--- config.mk ---
export PLATFORM = sky130hd
export DESIGN_NAME = instruction_fetch_unit
export DESIGN_NICKNAME = d
export VERILOG_FILES = /design/src/rtl/instruction_fetch_unit.sv
export SDC_FILE = /design/constraint.sdc
export NUM_CORES = 1
export LEC_CHECK = 0
export ABC_AREA = 1
export CAP_MARGIN = 10
export CELL_PAD_IN_SITES_DETAIL_PLACEMENT = 1
export CELL_PAD_IN_SITES_GLOBAL_PLACEMENT = 2
export CORE_ASPECT_RATIO = 0.75
export CORE_UTILIZATION = 30
export CTS_BUF_LIST = sky130_fd_sc_hd__clkbuf_16
export CTS_CLUSTER_SIZE = 30
export DETAILED_ROUTE_END_ITERATION = 7
export PLACE_DENSITY_LB_ADDON = 0.15
export SKIP_LAST_GASP = 1
export SLEW_MARGIN = 20
export SYNTH_ARGS = -nofsm -noshare
export SYNTH_HDL_FRONTEND = slang
export SYNTH_SLANG_ARGS = --single-unit
--- constraint.sdc ---
create_clock -name clk -period 4.7 [get_ports clk]
set_clock_uncertainty 0.2 [all_clocks]
set_input_delay 1.41 -clock clk [delete_from_list [all_inputs] [get_ports clk]]
set_output_delay 1.41 -clock clk [all_outputs]
set_load 0.02 [all_outputs]
--- src/rtl/instruction_fetch_unit.sv ---
`default_nettype none
// ============================================================================
// Module   : instruction_fetch_unit
// Purpose  : Fetch stage feeding IF/ID. Owns the PC, issues single-outstanding
//            instruction-memory reads, buffers one response across stalls and
//            drains stale responses after branch redirects.
// Revision : 1.0 - initial release
// ============================================================================
module instruction_fetch_unit #(
   parameter logic [31:0] RESET_PC  = 32'h0000_0000,
   parameter logic [31:0] PC_STEP   = 32'd4,
   parameter logic [31:0] NOP_INSTR = 32'h0000_0000
) (
   input  logic        clk,
   input  logic        rst,
   input  logic        stall,
   input  logic        redirect_valid,
   input  logic [31:0] redirect_pc,
   output logic        imem_req,
   output logic [31:0] imem_addr,
   input  logic        imem_rvalid,
   input  logic [31:0] imem_rdata,
   output logic [31:0] pc_out,
   output logic [31:0] instruction,
   output logic        fetch_valid
);

   typedef enum logic [1:0] {
      ST_REQ   = 2'd0,
      ST_WAIT  = 2'd1,
      ST_HOLD  = 2'd2,
      ST_DRAIN = 2'd3
   } state_t;

   state_t      state_q, state_d;
   logic [31:0] fetch_pc_q, fetch_pc_d;
   logic [31:0] hold_pc_q, hold_pc_d;
   logic [31:0] hold_instr_q, hold_instr_d;
   logic [31:0] pc_out_q, pc_out_d;
   logic [31:0] instr_q, instr_d;
   logic        fetch_valid_q, fetch_valid_d;
   // Set during reset so the request stays low while rst is asserted; kept
   // registered so imem_req has no combinational path from any input.
   logic        req_block_q;
   logic        req_issue;

   // A request is actually on the bus only in REQ once reset has been released.
   assign req_issue   = (state_q == ST_REQ) && !req_block_q;
   assign imem_req    = req_issue;
   assign imem_addr   = fetch_pc_q;
   assign pc_out      = pc_out_q;
   assign instruction = instr_q;
   assign fetch_valid = fetch_valid_q;

   // Next-state and output-register logic; redirect overrides everything else.
   always_comb begin
      state_d      = state_q;
      fetch_pc_d   = fetch_pc_q;
      hold_pc_d    = hold_pc_q;
      hold_instr_d = hold_instr_q;
      pc_out_d     = pc_out_q;
      if (stall) begin
         instr_d       = instr_q;
         fetch_valid_d = fetch_valid_q;
      end else begin
         instr_d       = NOP_INSTR;
         fetch_valid_d = 1'b0;
      end

      if (redirect_valid) begin
         fetch_pc_d    = redirect_pc;
         instr_d       = NOP_INSTR;
         fetch_valid_d = 1'b0;
         case (state_q)
            ST_REQ:   state_d = req_issue ? ST_DRAIN : ST_REQ;
            ST_WAIT:  state_d = imem_rvalid ? ST_REQ : ST_DRAIN;
            ST_HOLD:  state_d = ST_REQ;
            ST_DRAIN: state_d = imem_rvalid ? ST_REQ : ST_DRAIN;
            default:  state_d = ST_REQ;
         endcase
      end else begin
         case (state_q)
            ST_REQ: begin
               if (req_issue) begin
                  state_d = ST_WAIT;
               end
            end
            ST_WAIT: begin
               if (imem_rvalid) begin
                  if (stall) begin
                     hold_pc_d    = fetch_pc_q;
                     hold_instr_d = imem_rdata;
                     state_d      = ST_HOLD;
                  end else begin
                     pc_out_d      = fetch_pc_q;
                     instr_d       = imem_rdata;
                     fetch_valid_d = 1'b1;
                     fetch_pc_d    = fetch_pc_q + PC_STEP;
                     state_d       = ST_REQ;
                  end
               end
            end
            ST_HOLD: begin
               if (!stall) begin
                  pc_out_d      = hold_pc_q;
                  instr_d       = hold_instr_q;
                  fetch_valid_d = 1'b1;
                  fetch_pc_d    = fetch_pc_q + PC_STEP;
                  state_d       = ST_REQ;
               end
            end
            ST_DRAIN: begin
               if (imem_rvalid) begin
                  state_d = ST_REQ;
               end
            end
            default: state_d = ST_REQ;
         endcase
      end
   end

   // State and output registers with synchronous active-low reset.
   always_ff @(posedge clk) begin
      if (!rst) begin
         state_q       <= ST_REQ;
         fetch_pc_q    <= RESET_PC;
         hold_pc_q     <= 32'h0;
         hold_instr_q  <= NOP_INSTR;
         pc_out_q      <= 32'h0;
         instr_q       <= NOP_INSTR;
         fetch_valid_q <= 1'b0;
         req_block_q   <= 1'b1;
      end else begin
         state_q       <= state_d;
         fetch_pc_q    <= fetch_pc_d;
         hold_pc_q     <= hold_pc_d;
         hold_instr_q  <= hold_instr_d;
         pc_out_q      <= pc_out_d;
         instr_q       <= instr_d;
         fetch_valid_q <= fetch_valid_d;
         req_block_q   <= 1'b0;
      end
   end

endmodule
`default_nettype wire

==> impl_metrics.json <==
{
  "syn-instance-count": 1203,
  "outcome": "complete, no violations",
  "cts_setup_buffers": 0,
  "antennaDiodeCount": 0,
  "track_usage_pct": 22.0,
  "setup_tns_ns": 0,
  "synthDistinctLibCells": 32,
  "drv_slew": 0,
  "start_util_pct": 30.7,
  "holdBufCountCts": 0,
  "io_pins": 167,
  "fp-row-count": 51,
  "core_area_um2": 26100,
  "layout-drive-gt1-share_pct": 5.10,
  "clock-root-buffer": "clkbuf_16",
  "place_inst": 1646,
  "setup_viol_count_final": 0,
  "p_leak_nw": 4.23,
  "numCtsBuffers": 17,
  "portBuffers": 166,
  "pwr-share-seq_pct": 41.5,
  "rsz0062_at_grt": "no",
  "dp_hpwl_um": 19000,
  "synthesis.nets": 1278,
  "drc": 0,
  "grt_pass1_wl_um": 46500,
  "grt_max_degree": 81,
  "n_fill_cell": 3255,
  "p_sw_share_pct": 29.9,
  "clk_latency_ns": 0.43,
  "tightest_slew_ns": 0.822,
  "fmax_mhz": 269,
  "dr_wl_met2_um": 11800,
  "antenna_found_initial": 0,
  "p_int_mw": 2.62,
  "synth_seq_area_share_pct": 41.0,
  "yosys_warnings": 0,
  "die_x_um": 191,
  "hold_viol": 0,
  "clockBufferDepth": 2,
  "clkPwrFrac_pct": 39.2,
  "hold_ws_ns": 0.269,
  "finish.utilization_pct": 40.0,
  "synth_seq_cells": 164,
  "fin_cells": 1677,
  "min_period_over_period_pct": 79.0,
  "arrival_ns": 2.10,
  "vdd_drop_max_v": 0.000265,
  "grt_pass1_vias": 8337,
  "via_per_inst": 4.91,
  "slew_headroom_pct": 45.2,
  "met3_length_um": 1160,
  "die_h_um": 144,
  "place_ws_ns": 0.901,
  "nets": 1396,
  "switchingPower_mw": 1.12,
  "startpoint_type": "flop",
  "grt_overflow": 0,
  "drt_iter0_drc": 417,
  "critPathKind": "reg -> out",
  "avgRoutedWirePerCell_um": 17.3,
  "highest_layer": "met4",
  "hold_path_class": "reg -> reg",
  "power_density_nw_per_um2": 358,
  "wirelength_um": 29100,
  "synth_top_area_share_pct": 41.0,
  "yosysTopAreaCell": "dfxtp_1",
  "required_ns": 3.09,
  "cts.htree.levels": 4,
  "crit_fanout": 4,
  "firstDrtPassIters": 5,
  "setup_ws_ns": 0.986,
  "fin_crit_ns": 3.71,
  "die_area_um2": 27400,
  "synth.avg_cell_area_um2": 6.66,
  "drv_cap": 0,
  "ant_nets": 0,
  "dr_total_vias": 8230,
  "comb_power_share_pct": 19.3,
  "place_congestion": 0.797,
  "post_cts_resized": 0,
  "cts.sinks": 164,
  "clk_pin_slew_ns": 0.06,
  "area_growth_pct": 30.4,
  "drt-met1-wl_um": 15800,
  "ys_top_cells_by_area": "dfxtp_1, nand2_1, o21ai_0",
  "end_kind": "primary output",
  "cts_tree": "yes",
  "syn-cell-area_um2": 8010
}
-- worst paths after layout --
path	start	to	slack (ns)	depth (start not counted)
min reg2reg	hold_pc_q[9]$_SDFFE_PN0P_	pc_out[9]$_SDFFE_PN0P_	0.27	2
min	hold_pc_q[9]$_SDFFE_PN0P_	pc_out[9]$_SDFFE_PN0P_	0.27	2
max reg2reg	state_q[0]$_SDFFE_PN0P_	imem_addr[29]$_SDFFE_PN0P_	1.89	10
max	state_q[0]$_SDFFE_PN0P_	imem_req	0.99	5
-- area by class of cell --
| class | count | area, µm² | share of cell area (%) |
|---|---|---|---|
| Inverter | 125 | 473 | 4.53 |
| Timing Repair Buffer | 177 | 1750 | 16.8 |
| Clock buffer | 17 | 425 | 4.07 |
| Tap cell | 344 | 430 | 4.12 |
| Sequential cell | 164 | 3280 | 31.4 |
| Multi-Input combinational cell | 836 | 3920 | 37.5 |
| Clock inverter | 14 | 170 | 1.63 |
-- per-stage QoR --
step / area (µm²) / total power, mW
floorplan: 8010 / 1.98
global placement: 9850 / 2.30
detailed placement: 9850 / 2.31
CTS: 10400 / 3.78
global route: 10500 / 3.92
finish: 10500 / 3.74
-- Yosys cell counts --
cell type and number:
nand2_1 350, o21ai_1 24, o21ai_0 164, buf_2 15
a31oi_1 73, nand4_1 4, and2_1 1, buf_1 4
ha_1 6, dfxtp_1 164, inv_2 5, nand3b_1 1
nand3_1 31, o21ai_2 1, a21oi_1 78, nand2_4 1
inv_4 1, inv_1 119, nor2_1 70, nor4_1 1
buf_6 1, clkbuf_2 1, a211oi_1 1, o211ai_1 2
nand2_2 5, nor2_4 4, xor2_1 8, buf_4 11
nor3_1 2, nor2_2 8, o221ai_1 1, clkbuf_1 46
-- critical path: stages, from the launching register on --
cell and delay (ns):
dfxtp_1 0.34, inv_1 0.16, ha_1 0.19, inv_1 0.05, nor2_1 0.26, clkdlybuf4s50_1 0.67
-- metal layers --
layer,GRT usage (%),vias up
met5,0,-
met3,3.74,17
met2,32.5,150
met4,5.22,0
met1,32.7,3908
li1,-,4155
-- power groups by stage --
stage / Combinational (mW) / Sequential, mW / Clock, mW
after CTS: 0.727 / 1.56 / 1.50
final: 0.723 / 1.56 / 1.47
after global routing: 0.801 / 1.57 / 1.55
after floorplan: 0.341 / 1.64 / 0
after global placement: 0.714 / 1.59 / 0
after detailed placement: 0.723 / 1.58 / 0
-- layout by cell type (no fill, tap or decap), types with 2 or more instances in the layout --
cell and n:
nand2_1 350, clkdlybuf4s50_1 165, o21ai_0 164, dfxtp_1 164
inv_1 120, a21oi_1 78, a31oi_1 73, nor2_1 70
nand3_1 31, o21ai_1 24, clkbuf_16 17, buf_4 11
nor2_2 8, xor2_1 8, inv_2 5, nand2_2 5
clkinv_2 5, nor2_4 4, nand4_1 4, bufinv_16 4
ha_1 3, o211ai_1 2, nor3_1 2, ha_2 2
clkinv_1 2, clkinvlp_4 2
-- cells by family (layout without fill, tap and decap cells) --
| logic type | after synthesis | in the layout | synth area share, % |
|---|---|---|---|
| compound gates | 344 | 344 | 22.8 |
| flops | 164 | 164 | 41.0 |
| xor+xnor | 8 | 8 | 0.874 |
| simple gates | 478 | 478 | 24.0 |
| buf+inv | 203 | 333 | 10.4 |
| fa+ha+maj | 6 | 6 | 0.937 |
-- sequential cells by signal (all words and copies together) (netlist names) --
name	count
instruction	32
state_q	2
req_block_q	1
pc_out	32
hold_pc_q	32
fetch_valid	1
hold_instr_q	32
imem_addr	32
Note: power is estimated with default switching activity, not from simulation.
